`src/rtl/adder_seq_pkg.sv`:
```
// adder_seq_pkg: shared definitions for the switch-loaded bit-serial adder.
// Holds the controller state encoding (also driven to the LEDs) and the
// default operand width and button debounce length.
package adder_seq_pkg;

  localparam int WIDTH_DEFAULT    = 7;
  localparam int DEBOUNCE_DEFAULT = 16;

  // Encoding is visible on state_o, so the values are fixed.
  typedef enum logic [2:0] {
    LOAD_A_LO = 3'd0,
    LOAD_A_HI = 3'd1,
    LOAD_B_LO = 3'd2,
    LOAD_B_HI = 3'd3,
    ADD       = 3'd4,
    DONE      = 3'd5
  } state_t;

endpackage

```
`src/rtl/full_adder.sv`:
```
// full_adder: one-bit full adder cell, time-shared by the sequencer.
// Ports: a, b, cin -> sum, cout.
module full_adder (
  input  logic a,
  input  logic b,
  input  logic cin,
  output logic sum,
  output logic cout
);

  assign sum  = a ^ b ^ cin;
  assign cout = (a & b) | (a & cin) | (b & cin);

endmodule

```
`src/rtl/pb_debounce.sv`:
```
// pb_debounce: conditions one raw push button.
// Ports: clk, rst_n (sync, active-low), raw (asynchronous bouncy input),
//        pulse (one-cycle pulse on each accepted press).
// The raw level is synchronised through two flops; the accepted level only
// follows it after DEBOUNCE_CYCLES consecutive samples that differ from it.
module pb_debounce #(
  parameter int DEBOUNCE_CYCLES = 16
) (
  input  logic clk,
  input  logic rst_n,
  input  logic raw,
  output logic pulse
);

  localparam int CW = (DEBOUNCE_CYCLES > 1) ? $clog2(DEBOUNCE_CYCLES) : 1;

  logic          sync1_r;
  logic          sync2_r;
  logic          level_r;
  logic [CW-1:0] cnt_r;
  logic          pulse_r;

  // Synchroniser, stability counter and rising-edge pulse of the accepted level.
  always_ff @(posedge clk) begin
    if (!rst_n) begin
      sync1_r <= 1'b0;
      sync2_r <= 1'b0;
      level_r <= 1'b0;
      cnt_r   <= '0;
      pulse_r <= 1'b0;
    end else begin
      sync1_r <= raw;
      sync2_r <= sync1_r;
      pulse_r <= 1'b0;
      if (sync2_r == level_r) begin
        // Any sample agreeing with the accepted level restarts the count.
        cnt_r <= '0;
      end else if (cnt_r == CW'(DEBOUNCE_CYCLES - 1)) begin
        level_r <= sync2_r;
        cnt_r   <= '0;
        pulse_r <= sync2_r;
      end else begin
        cnt_r <= cnt_r + CW'(1);
      end
    end
  end

  assign pulse = pulse_r;

endmodule

```
`src/rtl/adder_load_sequencer.sv`:
```
// adder_load_sequencer: loads two WIDTH-bit operands from 4-bit switches with
// a single "next" button (low nibble then high part, A then B) and adds them
// bit-serially through one full_adder over WIDTH cycles.
// Ports: clk, rst_n (sync, active-low), pb_next / pb_clear (raw buttons),
//        y (switches) -> z (sum), carry (MSB carry-out), busy (in ADD),
//        done (in DONE), state_o (state encoding for LEDs).
module adder_load_sequencer
  import adder_seq_pkg::*;
#(
  parameter int WIDTH           = WIDTH_DEFAULT,
  parameter int DEBOUNCE_CYCLES = DEBOUNCE_DEFAULT
) (
  input  logic             clk,
  input  logic             rst_n,
  input  logic             pb_next,
  input  logic             pb_clear,
  input  logic [3:0]       y,
  output logic [WIDTH-1:0] z,
  output logic             carry,
  output logic             busy,
  output logic             done,
  output logic [2:0]       state_o
);

  state_t           state_r;
  logic [WIDTH-1:0] a_r;
  logic [WIDTH-1:0] b_r;
  logic [WIDTH-1:0] z_r;
  logic [2:0]       cnt_r;
  logic             c_r;
  logic             carry_r;
  logic             busy_r;
  logic             done_r;

  logic next_pulse;
  logic clear_pulse;
  logic fa_sum;
  logic fa_cout;

  pb_debounce #(.DEBOUNCE_CYCLES(DEBOUNCE_CYCLES)) u_db_next (
    .clk   (clk),
    .rst_n (rst_n),
    .raw   (pb_next),
    .pulse (next_pulse)
  );

  pb_debounce #(.DEBOUNCE_CYCLES(DEBOUNCE_CYCLES)) u_db_clear (
    .clk   (clk),
    .rst_n (rst_n),
    .raw   (pb_clear),
    .pulse (clear_pulse)
  );

  // The single adder cell always looks at the bit selected by the counter.
  full_adder u_fa (
    .a    (a_r[cnt_r]),
    .b    (b_r[cnt_r]),
    .cin  (c_r),
    .sum  (fa_sum),
    .cout (fa_cout)
  );

  // Load/add controller; clear has priority over next in every state.
  always_ff @(posedge clk) begin
    if (!rst_n) begin
      state_r <= LOAD_A_LO;
      a_r     <= '0;
      b_r     <= '0;
      z_r     <= '0;
      cnt_r   <= 3'd0;
      c_r     <= 1'b0;
      carry_r <= 1'b0;
      busy_r  <= 1'b0;
      done_r  <= 1'b0;
    end else if (clear_pulse) begin
      state_r <= LOAD_A_LO;
      a_r     <= '0;
      b_r     <= '0;
      z_r     <= '0;
      cnt_r   <= 3'd0;
      c_r     <= 1'b0;
      carry_r <= 1'b0;
      busy_r  <= 1'b0;
      done_r  <= 1'b0;
    end else begin
      case (state_r)
        LOAD_A_LO: begin
          if (next_pulse) begin
            a_r[3:0] <= y;
            state_r  <= LOAD_A_HI;
          end
        end
        LOAD_A_HI: begin
          if (next_pulse) begin
            a_r[WIDTH-1:4] <= y[WIDTH-5:0];
            state_r        <= LOAD_B_LO;
          end
        end
        LOAD_B_LO: begin
          if (next_pulse) begin
            b_r[3:0] <= y;
            state_r  <= LOAD_B_HI;
          end
        end
        LOAD_B_HI: begin
          if (next_pulse) begin
            b_r[WIDTH-1:4] <= y[WIDTH-5:0];
            cnt_r          <= 3'd0;
            c_r            <= 1'b0;
            busy_r         <= 1'b1;
            state_r        <= ADD;
          end
        end
        ADD: begin
          // z is not pre-cleared; each bit is overwritten in LSB-first order.
          z_r[cnt_r] <= fa_sum;
          c_r        <= fa_cout;
          if (cnt_r == 3'(WIDTH - 1)) begin
            carry_r <= fa_cout;
            busy_r  <= 1'b0;
            done_r  <= 1'b1;
            state_r <= DONE;
          end else begin
            cnt_r <= cnt_r + 3'd1;
          end
        end
        DONE: begin
          if (next_pulse) begin
            done_r  <= 1'b0;
            state_r <= LOAD_A_LO;
          end
        end
        default: begin
          busy_r  <= 1'b0;
          done_r  <= 1'b0;
          state_r <= LOAD_A_LO;
        end
      endcase
    end
  end

  assign z       = z_r;
  assign carry   = carry_r;
  assign busy    = busy_r;
  assign done    = done_r;
  assign state_o = state_r;

endmodule

```
`config.mk`:
```
export PLATFORM = sky130hd
export DESIGN_NAME = adder_load_sequencer
export DESIGN_NICKNAME = d
export VERILOG_FILES = /design/src/rtl/adder_seq_pkg.sv /design/src/rtl/full_adder.sv /design/src/rtl/pb_debounce.sv /design/src/rtl/adder_load_sequencer.sv
export SDC_FILE = /design/constraint.sdc
export NUM_CORES = 1
export LEC_CHECK = 0
export BUFFER_PORTS_ARGS = -buffer_cell sky130_fd_sc_hd__buf_2
export CAP_MARGIN = 20
export CORE_AREA = 5 5 82 84
export DETAILED_ROUTE_END_ITERATION = 12
export DIE_AREA = 0 0 87 89
export MAX_ROUTING_LAYER = met4
export PLACE_DENSITY_LB_ADDON = 0.12
export SYNTH_ARGS = -nofsm -noshare
export SYNTH_HDL_FRONTEND = slang
export SYNTH_HIERARCHICAL = 1
export SYNTH_SLANG_ARGS = --single-unit
```
`constraint.sdc`:
```
create_clock -name clk -period 3.6 [get_ports clk]
set_clock_uncertainty 0.15 [all_clocks]
set_input_delay 0.54 -clock clk [delete_from_list [all_inputs] [get_ports clk]]
set_output_delay 0.54 -clock clk [all_outputs]
set_load 0.1 [all_outputs]
```
==> results.sh, run 1 <==
export IMPL_outcome="finished clean"
export IMPL_synth_area_leader_cell="dfxtp_1"
export IMPL_period_share_pct=67.7
export IMPL_hold_viol=0
export IMPL_synthTopCellsByArea="dfxtp_1, mux2i_1, nand2_1"
export IMPL_min_period_ns=2.44
export IMPL_clk_latency_ns=0.30
export IMPL_syn_inst=206
export IMPL_cp_max_fo=11
export IMPL_cts_resized=0
export IMPL_clockRootBuffer="clkbuf_8"
export IMPL_yosys_warnings=6
export IMPL_rows=28
export IMPL_ir_worst_vdd_uv=224
export IMPL_cts_setup_buffers=0
export IMPL_final_cell_area_um2=2260
export IMPL_initialDrtViolationCount=33
export IMPL_synth_top_area_share_pct=46.6
export IMPL_antennaDiodeCount=0
export IMPL_slew_violations=0
export IMPL_cts_sinks=47
export IMPL_final_common_cell="dfxtp_1"
export IMPL_yosysSeqAreaShare_pct=46.6
export IMPL_dp_cells=291
export IMPL_initial_core_util_pct=34.5
export IMPL_clock_path_buffers=2
export IMPL_power_density_nw_per_um2=386
export IMPL_grt_overflow_total=0
export IMPL_drive_above_1_share_pct=18.2
export IMPL_grt_max_degree=21
export IMPL_drt_pass1_iterations=4
export IMPL_hpwl_mm=2.72
export IMPL_fmax_ghz=0.411
export IMPL_fin_util_pct=38.7
export IMPL_ctsHtreeMaxLevel=2
export IMPL_grt_pass1_wl_mm=6.41
export IMPL_syn_to_final_growth_pct=12.1
export IMPL_path_clk_slew_ns=0.10
export IMPL_die_w_um=87
export IMPL_nNetsFinal=237
export IMPL_ios=21
export IMPL_core_area_um2=5850
export IMPL_required_ns=3.68
export IMPL_maxSlewHeadroom_pct=49.7
export IMPL_crit_arrival_ns=2.51
export IMPL_syn_area_per_cell_um2=9.81
export IMPL_vias=1424
export IMPL_rsz0062_at_grt="false"
export IMPL_most_common_layout_cells="dfxtp_1, mux2i_1, nand2_1, nor2_1, buf_2"
export IMPL_cp_end_kind="flip-flop"
export IMPL_dpl_instance_area_um2=2170
export IMPL_drc_errors=0
export IMPL_path_class="flip-flop to flip-flop"
export IMPL_die_height_um=89
export IMPL_tritoncts="built"
export IMPL_ant_nets=0
export IMPL_finalWirelength_mm=3.82
export IMPL_setup_violations=0
export IMPL_portBuffers=20
export IMPL_hold_buffers=0
export IMPL_vias_per_cell=4.75
export IMPL_synth_fp_nets=219
export IMPL_syn_area_um2=2020
export IMPL_grt_pass1_vias=1343
export IMPL_total_power_mw=0.874
export IMPL_maxCapViolCount=0
export IMPL_gp_congestion=0.762
export IMPL_fin_setup_tns_ns=0
export IMPL_ys_types=39
export IMPL_wire_per_inst_um=12.7
export IMPL_die_area_um2=7740
export IMPL_ys_seq_elements=47
export IMPL_numCtsBuffers=5
export IMPL_p_leak_nw=0.956
export IMPL_grt_use_total_pct=11.0
export IMPL_fin_cells=300
export IMPL_min_delay_path_class="flip-flop to flip-flop"
export IMPL_antenna_found_initial=0
export IMPL_worst_slew_pin_slew_ns=0.754
export IMPL_cp_start_kind="flip-flop"
-- metal layers --
metal / up-vias / wire length [um] / GRT usage [%]
met5: - / 0 / -
met4: 0 / 40 / 3.82
met3: 5 / 155 / 2.86
met2: 22 / 1780 / 16.6
met1: 657 / 1850 / 14.3
li1: 740 / - / -
-- sequential cells by signal (all words and copies together) (netlist names), 3 cells and up --
name	flops
a_r	7
b_r	7
z	7
u_db_clear/cnt_r	4
u_db_next/cnt_r	4
cnt_r	3
state_o	3
-- stage by stage --
stage | hold slack (ns) | setup slack, ns
after floorplan | 0.262 | 1.37
after global placement | 0.264 | 1.19
after detailed placement | 0.268 | 1.14
after CTS | 0.283 | 1.12
after global routing | 0.301 | 0.948
final | 0.278 | 1.16
-- power breakdown --
part,leakage (nW),total [mW],internal [mW],switching [mW]
sequential,0.379,0.524,0.522,0.00145
combinational,0.527,0.0193,0.00694,0.0123
clock,0.0489,0.331,0.141,0.190
total,0.956,0.874,0.670,0.204
-- worst max-delay path, stage by stage (launching register included) --
cell and delay [ns]:
dfxtp_1 0.59, mux2_2 0.38, a221o_1 0.30, o21a_1 0.12
fa_1 0.51, nand2_1 0.15, mux2i_1 0.16
-- synthesized netlist by cell type (all sizes together) --
cell and number:
nand3 14, a21oi 6, and2 4, nor4bb 1
dfxtp 47, a41o 1, mux4 2, o211ai 1
nor4b 3, a221o 1, o21ai 2, a221oi 1
clkbuf 5, nor2 23, nor3b 1, nand4b 2
nand4 1, a32oi 1, mux2i 24, and4bb 1
mux2 2, nor2b 5, o21a 1, nand2b 1
or3b 1, buf 6, and3 2, xor2 7
inv 6, or3 1, fa 1, nand2 23
ha 4, nor3 3, a31oi 2
-- final timing paths --
path	from	end	slack [ns]	cells past startpoint
max	cnt_r[1]$_SDFFE_PP0P_	z[0]$_SDFFE_PP0P_	1.16	6
min	u_db_next/sync1_r$_SDFF_PN0_	u_db_next/sync2_r$_SDFF_PN0_	0.28	1
max reg2reg	cnt_r[1]$_SDFFE_PP0P_	z[0]$_SDFFE_PP0P_	1.16	6
min reg2reg	u_db_next/sync1_r$_SDFF_PN0_	u_db_next/sync2_r$_SDFF_PN0_	0.28	1
-- layout make-up --
class | count | area, um2
fillers | 601 | 3590
multi-input cells | 142 | 1000
flip-flops and latches | 47 | 941
repair buffers | 22 | 113
well taps | 75 | 93.8
clock buffers | 5 | 68.8
clock inverters | 3 | 22.5
inverters | 6 | 22.5
-- cell families after synthesis --
kind of cell | after synthesis | share of synthesized area [%]
compound gates | 16 | 5.20
xor+xnor | 7 | 3.03
fa+ha+maj | 5 | 3.47
buf+inv | 17 | 3.78
flops | 47 | 46.6
mux | 28 | 15.2
simple gates | 86 | 22.7
Note: power is estimated with default switching activity, not from simulation.
==> inputs of run 2 (changes only) <==
==> constraint.sdc (replaced) <==
create_clock -name clk -period 2.4 [get_ports clk]
set_clock_uncertainty 0.15 [all_clocks]
set_input_delay 0.36 -clock clk [delete_from_list [all_inputs] [get_ports clk]]
set_output_delay 0.36 -clock clk [all_outputs]
set_load 0.1 [all_outputs]
==> run 2 against run 1 <==
Global-route usage increased by 0.26 points. Hold slack got worse by 0.17 ns. Non-clock buffer count increased by 4. Critical path type unchanged.
==> results.sh, run 2 (synthesis results as in run 1) <==
export IMPL_r2r_start="cnt_r[1]$_SDFFE_PP0P_"
export IMPL_rsz0062_at_grt="false"
export IMPL_fin_hold_ws_ns=0.111
export IMPL_most_common_layout_cells="dfxtp_1, mux2i_1, nand2_1, nor2_1, buf_2"
export IMPL_clock_path_buffers=2
export IMPL_numCtsBuffers=5
export IMPL_clockRootBuffer="clkbuf_8"
export IMPL_worstSetupEndpoint="z[0]$_SDFFE_PP0P_"
export IMPL_nNetsFinal=241
export IMPL_min_from="pb_clear"
export IMPL_antennaDiodeCount=0
export IMPL_whs_path_depth=2
export IMPL_finalWirelength_mm=3.91
export IMPL_crit_arrival_ns=2.29
export IMPL_rows=28
export IMPL_wire_per_inst_um=12.9
export IMPL_pre_cts_slack_ns=0.158
export IMPL_syn_to_final_growth_pct=13.3
export IMPL_min_period_ns=2.22
export IMPL_grt_overflow_total=0
export IMPL_outcome="finished clean"
export IMPL_slew_violations=0
export IMPL_r2r_end="z[0]$_SDFFE_PP0P_"
export IMPL_p_seq_share_pct=61.7
export IMPL_fmax_ghz=0.451
export IMPL_hold_viol=0
export IMPL_vias=1433
export IMPL_fin_cells=303
export IMPL_n_fill_cell=574
export IMPL_grt_pass1_wl_mm=6.60
export IMPL_cp_end_kind="flip-flop"
export IMPL_tritoncts="built"
export IMPL_hold_buffers=0
export IMPL_vias_per_cell=4.73
export IMPL_maxSlewHeadroom_pct=64.0
export IMPL_ff2ff_setup_slack_ns=0.18
export IMPL_min_delay_path_class="primary input to flip-flop"
export IMPL_final_common_cell="dfxtp_1"
export IMPL_ir_worst_vdd_uv=245
export IMPL_finalWorstSetupSlack_ns=0.184
export IMPL_die_w_um=87
export IMPL_cts_setup_buffers=0
export IMPL_hpwl_mm=2.79
export IMPL_clk_latency_ns=0.30
export IMPL_portBuffers=20
export IMPL_period_share_pct=92.3
export IMPL_combPwrFrac_pct=2.4
export IMPL_dp_cells=296
export IMPL_setup_violations=0
export IMPL_grt_pass1_vias=1411
export IMPL_path_class="flip-flop to flip-flop"
export IMPL_cts_sinks=47
export IMPL_crit_start="cnt_r[1]$_SDFFE_PP0P_"
export IMPL_ios=21
export IMPL_reg2reg_depth=6
export IMPL_ant_nets=0
export IMPL_grt_use_total_pct=11.3
export IMPL_antenna_found_initial=0
export IMPL_drc_errors=0
export IMPL_initial_core_util_pct=34.5
export IMPL_cp_start_kind="flip-flop"
export IMPL_die_height_um=89
export IMPL_clkPwrFrac_pct=35.9
export IMPL_switchingPower_mw=0.279
export IMPL_initialDrtViolationCount=101
export IMPL_core_area_um2=5850
export IMPL_ctsHtreeMaxLevel=2
export IMPL_maxCapViolCount=0
export IMPL_drt_pass1_iterations=4
export IMPL_worst_slew_pin_slew_ns=0.539
export IMPL_die_area_um2=7740
export IMPL_p_int_mw=0.994
export IMPL_path_clk_slew_ns=0.09
export IMPL_gp_congestion=0.766
export IMPL_fin_setup_tns_ns=0
export IMPL_cts_resized=0
export IMPL_drive_above_1_share_pct=19.3
export IMPL_required_ns=2.48
export IMPL_p_leak_nw=0.973
export IMPL_cp_max_fo=7
export IMPL_p_sw_share_pct=21.9
export IMPL_grt_max_degree=18
export IMPL_power_density_nw_per_um2=556
run 2: cell types whose count changed in the layout (fill, tap and decap cells not counted), sizes merged:
cell / previous run / this run
buf: 21 / 26
inv: 8 / 6
clkbuf: 6 / 5
clkinv: 1 / 2
run 2: stage by stage:
stage / total power, mW / area, um2 / util, %
final: 1.27 / 2290 / 39.1
after global placement: 0.835 / 2210 / 37.7
after global routing: 1.33 / 2290 / 39.1
after CTS: 1.30 / 2290 / 39.1
after floorplan: 0.818 / 2020 / -
after detailed placement: 0.836 / 2210 / 37.7
run 2: cell type report:
type | count | area (um2) | area share (%)
Multi-Input combinational cell | 142 | 1000 | 43.8
Sequential cell | 47 | 941 | 41.1
Timing Repair Buffer | 26 | 145 | 6.34
Tap cell | 75 | 93.8 | 4.10
Clock buffer | 5 | 68.8 | 3.01
Inverter | 6 | 22.5 | 0.984
Clock inverter | 2 | 13.8 | 0.601
run 2: how the worst min path moves through the flow:
stage                                         end  slack (ns)
finish              u_db_clear/sync1_r$_SDFF_PN0_        0.11
global route        u_db_clear/sync1_r$_SDFF_PN0_        0.12
CTS                 u_db_clear/sync1_r$_SDFF_PN0_        0.10
detailed placement  u_db_clear/sync2_r$_SDFF_PN0_        0.27
global placement     u_db_next/sync2_r$_SDFF_PN0_        0.26
floorplan           u_db_clear/sync2_r$_SDFF_PN0_        0.26
run 2: critical path, cell delays in order (launching register included):
cell and delay, ns:
dfxtp_1 0.42, mux2_2 0.35, a221o_1 0.29, o21a_1 0.12
fa_1 0.50, nand2_1 0.15, mux2i_1 0.17
run 2: power groups by stage:
| stage | clock network (mW) | logic [mW] | registers, mW |
|---|---|---|---|
| floorplan | 0 | 0.0149 | 0.803 |
| global placement | 0 | 0.0316 | 0.804 |
| detailed placement | 0 | 0.0318 | 0.804 |
| CTS | 0.480 | 0.0319 | 0.785 |
| global route | 0.507 | 0.0356 | 0.786 |
| finish | 0.457 | 0.0310 | 0.785 |
run 2: layer usage:
metal / vias up / GRT usage (%) / part of all wire, %
li1: 752 / - / -
met1: 658 / 13.5 / 48
met2: 19 / 17.9 / 46
met3: 4 / 3.04 / 4.4
met4: 0 / 4.82 / 1.1
met5: - / - / 0
==> inputs of run 3 (changes only) <==
--- a/config.mk
+++ b/config.mk
@@ -5,11 +5,12 @@
 export SDC_FILE = /design/constraint.sdc
 export NUM_CORES = 1
 export LEC_CHECK = 0
+export ABC_AREA = 1
 export BUFFER_PORTS_ARGS = -buffer_cell sky130_fd_sc_hd__buf_2
 export CAP_MARGIN = 20
-export CORE_AREA = 5 5 82 84
+export CORE_AREA = 5 5 85 87
 export DETAILED_ROUTE_END_ITERATION = 12
-export DIE_AREA = 0 0 87 89
+export DIE_AREA = 0 0 90 92
 export MAX_ROUTING_LAYER = met4
 export PLACE_DENSITY_LB_ADDON = 0.12
 export SYNTH_ARGS = -nofsm -noshare
==> run 3 against run 2 <==
Sequential power hardly changed. Fmax rose by 4.3%. Design area up 5.0%. Count of clock-buffer cells in the layout did not move. Wire length increased by 14%. Clock power increased by 8.8%. Flip-flop and latch count is the same. Critical path type unchanged. Critical endpoint is now z[3]$_SDFFE_PP0P_. Largest power group unchanged. Highest routed layer unchanged.
==> results.sh, run 3 <==
export IMPL_fin_setup_tns_ns=0
export IMPL_synth_top_area_share_pct=44.0
export IMPL_drc_errors=0
export IMPL_synthArstFlopShare_pct=0
export IMPL_cp_max_fo=6
export IMPL_nNetsFinal=336
export IMPL_vias_per_cell=4.58
export IMPL_final_common_cell="nand2_1"
export IMPL_clock_path_buffers=2
export IMPL_yosysSeqAreaShare_pct=44.0
export IMPL_synthTopCellsByArea="dfxtp_1, nand2_1, nor2_1"
export IMPL_grt_use_total_pct=12.4
export IMPL_tritoncts="built"
export IMPL_ys_seq_elements=47
export IMPL_ctsHtreeMaxLevel=2
export IMPL_crit_arrival_ns=2.16
export IMPL_synth_most_common_cell="nand2_1"
export IMPL_outcome="finished clean"
export IMPL_drive_above_1_share_pct=15.7
export IMPL_dp_cells=393
export IMPL_hold_viol=0
export IMPL_ys_types=27
export IMPL_syn_inst=300
export IMPL_synth_area_leader_cell="dfxtp_1"
export IMPL_path_class="flip-flop to flip-flop"
export IMPL_cts_sinks=47
export IMPL_yosys_warnings=6
export IMPL_p_leak_nw=1.06
export IMPL_rows=29
export IMPL_clockRootBuffer="clkbuf_8"
export IMPL_cp_end_kind="flip-flop"
export IMPL_syn_to_final_growth_pct=12.4
export IMPL_synth_fa_ha_area_share_pct=3.28
export IMPL_synth_fp_nets=313
export IMPL_setup_violations=0
export IMPL_initialDrtViolationCount=71
export IMPL_syn_area_um2=2140
export IMPL_most_common_layout_cells="nand2_1, nor2_1, dfxtp_1"
export IMPL_min_delay_path_class="primary input to flip-flop"
export IMPL_slew_violations=0
export IMPL_finalWorstSetupSlack_ns=0.276
export IMPL_hpwl_mm=3.43
export IMPL_finalWirelength_mm=4.46
export IMPL_core_area_um2=6280
export IMPL_rsz0062_at_grt="false"
export IMPL_synth_commonest_cells="nand2_1, nor2_1, dfxtp_1, inv_1, nand3_1"
export IMPL_maxCapViolCount=0
export IMPL_ir_worst_vdd_uv=283
export IMPL_antennaDiodeCount=0
export IMPL_die_w_um=90
export IMPL_fmax_ghz=0.471
export IMPL_grt_pass1_wl_mm=8.37
export IMPL_synth_compound_area_share_pct=8.31
export IMPL_fin_cells=401
export IMPL_wire_per_inst_um=11.1
export IMPL_required_ns=2.44
export IMPL_gp_congestion=0.846
export IMPL_vias=1838
export IMPL_min_period_ns=2.12
export IMPL_synthMuxAreaShare_pct=0
export IMPL_drt_pass1_iterations=4
export IMPL_worst_slew_pin_slew_ns=0.480
export IMPL_synthSimpleGateAreaFrac_pct=35.4
export IMPL_grt_overflow_total=0
export IMPL_pre_cts_slack_ns=0.252
export IMPL_syn_area_per_cell_um2=7.12
export IMPL_synth_top_family_by_area="simple AND/OR/NAND/NOR gates"
export IMPL_initial_core_util_pct=34.0
export IMPL_grt_pass1_vias=1820
export IMPL_ios=21
export IMPL_die_height_um=92
export IMPL_power_density_nw_per_um2=548
export IMPL_period_share_pct=88.5
export IMPL_ant_nets=0
export IMPL_synth_edff_count=0
export IMPL_path_clk_slew_ns=0.09
export IMPL_die_area_um2=8280
export IMPL_antenna_found_initial=0
export IMPL_synth_ff_type="dfxtp_1"
export IMPL_cts_setup_buffers=0
export IMPL_clk_latency_ns=0.30
export IMPL_synthXorXnorAreaFrac_pct=0.820
export IMPL_cp_start_kind="flip-flop"
export IMPL_grt_max_degree=19
export IMPL_numCtsBuffers=5
export IMPL_portBuffers=20
export IMPL_maxSlewHeadroom_pct=67.9
-- run 3: cells by family (layout without fill, tap and decap cells) --
logic type,count (synthesis),in the layout
xor gates and xnor gates,2,2
DFF,47,47
buffers and inverters,42,66
adders and majority gates,5,5
and+or+nand+nor,169,169
AOI/OAI and AO/OA,35,35
-- run 3: metal layers --
layer	track usage [%]	wire length, um	up-vias
li1	-	-	997
met4	4.09	65	0
met5	-	0	-
met2	19.7	2040	20
met3	3.44	194	7
met1	15.3	2160	814
-- run 3: final timing paths --
| kind | from | end | slack [ns] | cells past startpoint |
|---|---|---|---|---|
| worst max register to register | cnt_r[1]$_SDFFE_PP0P_ | z[3]$_SDFFE_PP0P_ | 0.28 | 12 |
| worst min-delay path | pb_clear | u_db_clear/sync1_r$_SDFF_PN0_ | 0.08 | 3 |
| worst min register to register | u_db_clear/sync1_r$_SDFF_PN0_ | u_db_clear/sync2_r$_SDFF_PN0_ | 0.27 | 2 |
| worst max-delay path | cnt_r[1]$_SDFFE_PP0P_ | z[3]$_SDFFE_PP0P_ | 0.28 | 12 |
-- run 3: power breakdown --
part	leakage, nW	internal [mW]	switching, mW
logic	0.642	0.0108	0.0220
registers	0.380	0.783	0.00242
clock network	0.0408	0.209	0.289
-- run 3: area by class of cell --
type                       instances  area, um2
clock buffer                       5       68.8
clock inverter                     3       23.8
fill                             692       3870
inverter                          36        135
multi-input combinational        211       1020
sequential                        47        942
tap                               77       96.3
timing repair buffer              22        115
-- run 3: worst max-delay path: stages, from the launching register on --
cell and delay (ns):
dfxtp_1 0.42, inv_1 0.08, nand2_1 0.11, inv_1 0.07, nand2_1 0.05, nand3_1 0.06
nand2_1 0.05, nand4_1 0.11, fa_1 0.53, inv_1 0.16, nor2_1 0.06, a21oi_1 0.11
nor2_1 0.05
-- run 3: timing repair --
action / in CTS / in global routing
endpoints found under the hold margin: 0 / 0
hold buffers: 0 / 0
gates resized for setup: 0 / 1
setup endpoints to repair: 0 / 1
-- run 3: per-stage QoR --
step | power, mW | cell area [um2] | hold WS (ns) | utilization, %
5_1_grt | 1.39 | 2400 | 0.0867 | 38.3
3_3_place_gp | 0.837 | 2310 | 0.244 | 36.8
3_5_place_dp | 0.838 | 2310 | 0.246 | 36.8
2_1_floorplan | 0.821 | 2140 | 0.240 | -
4_1_cts | 1.35 | 2400 | 0.0663 | 38.3
6_report | 1.32 | 2400 | 0.0808 | 38.3
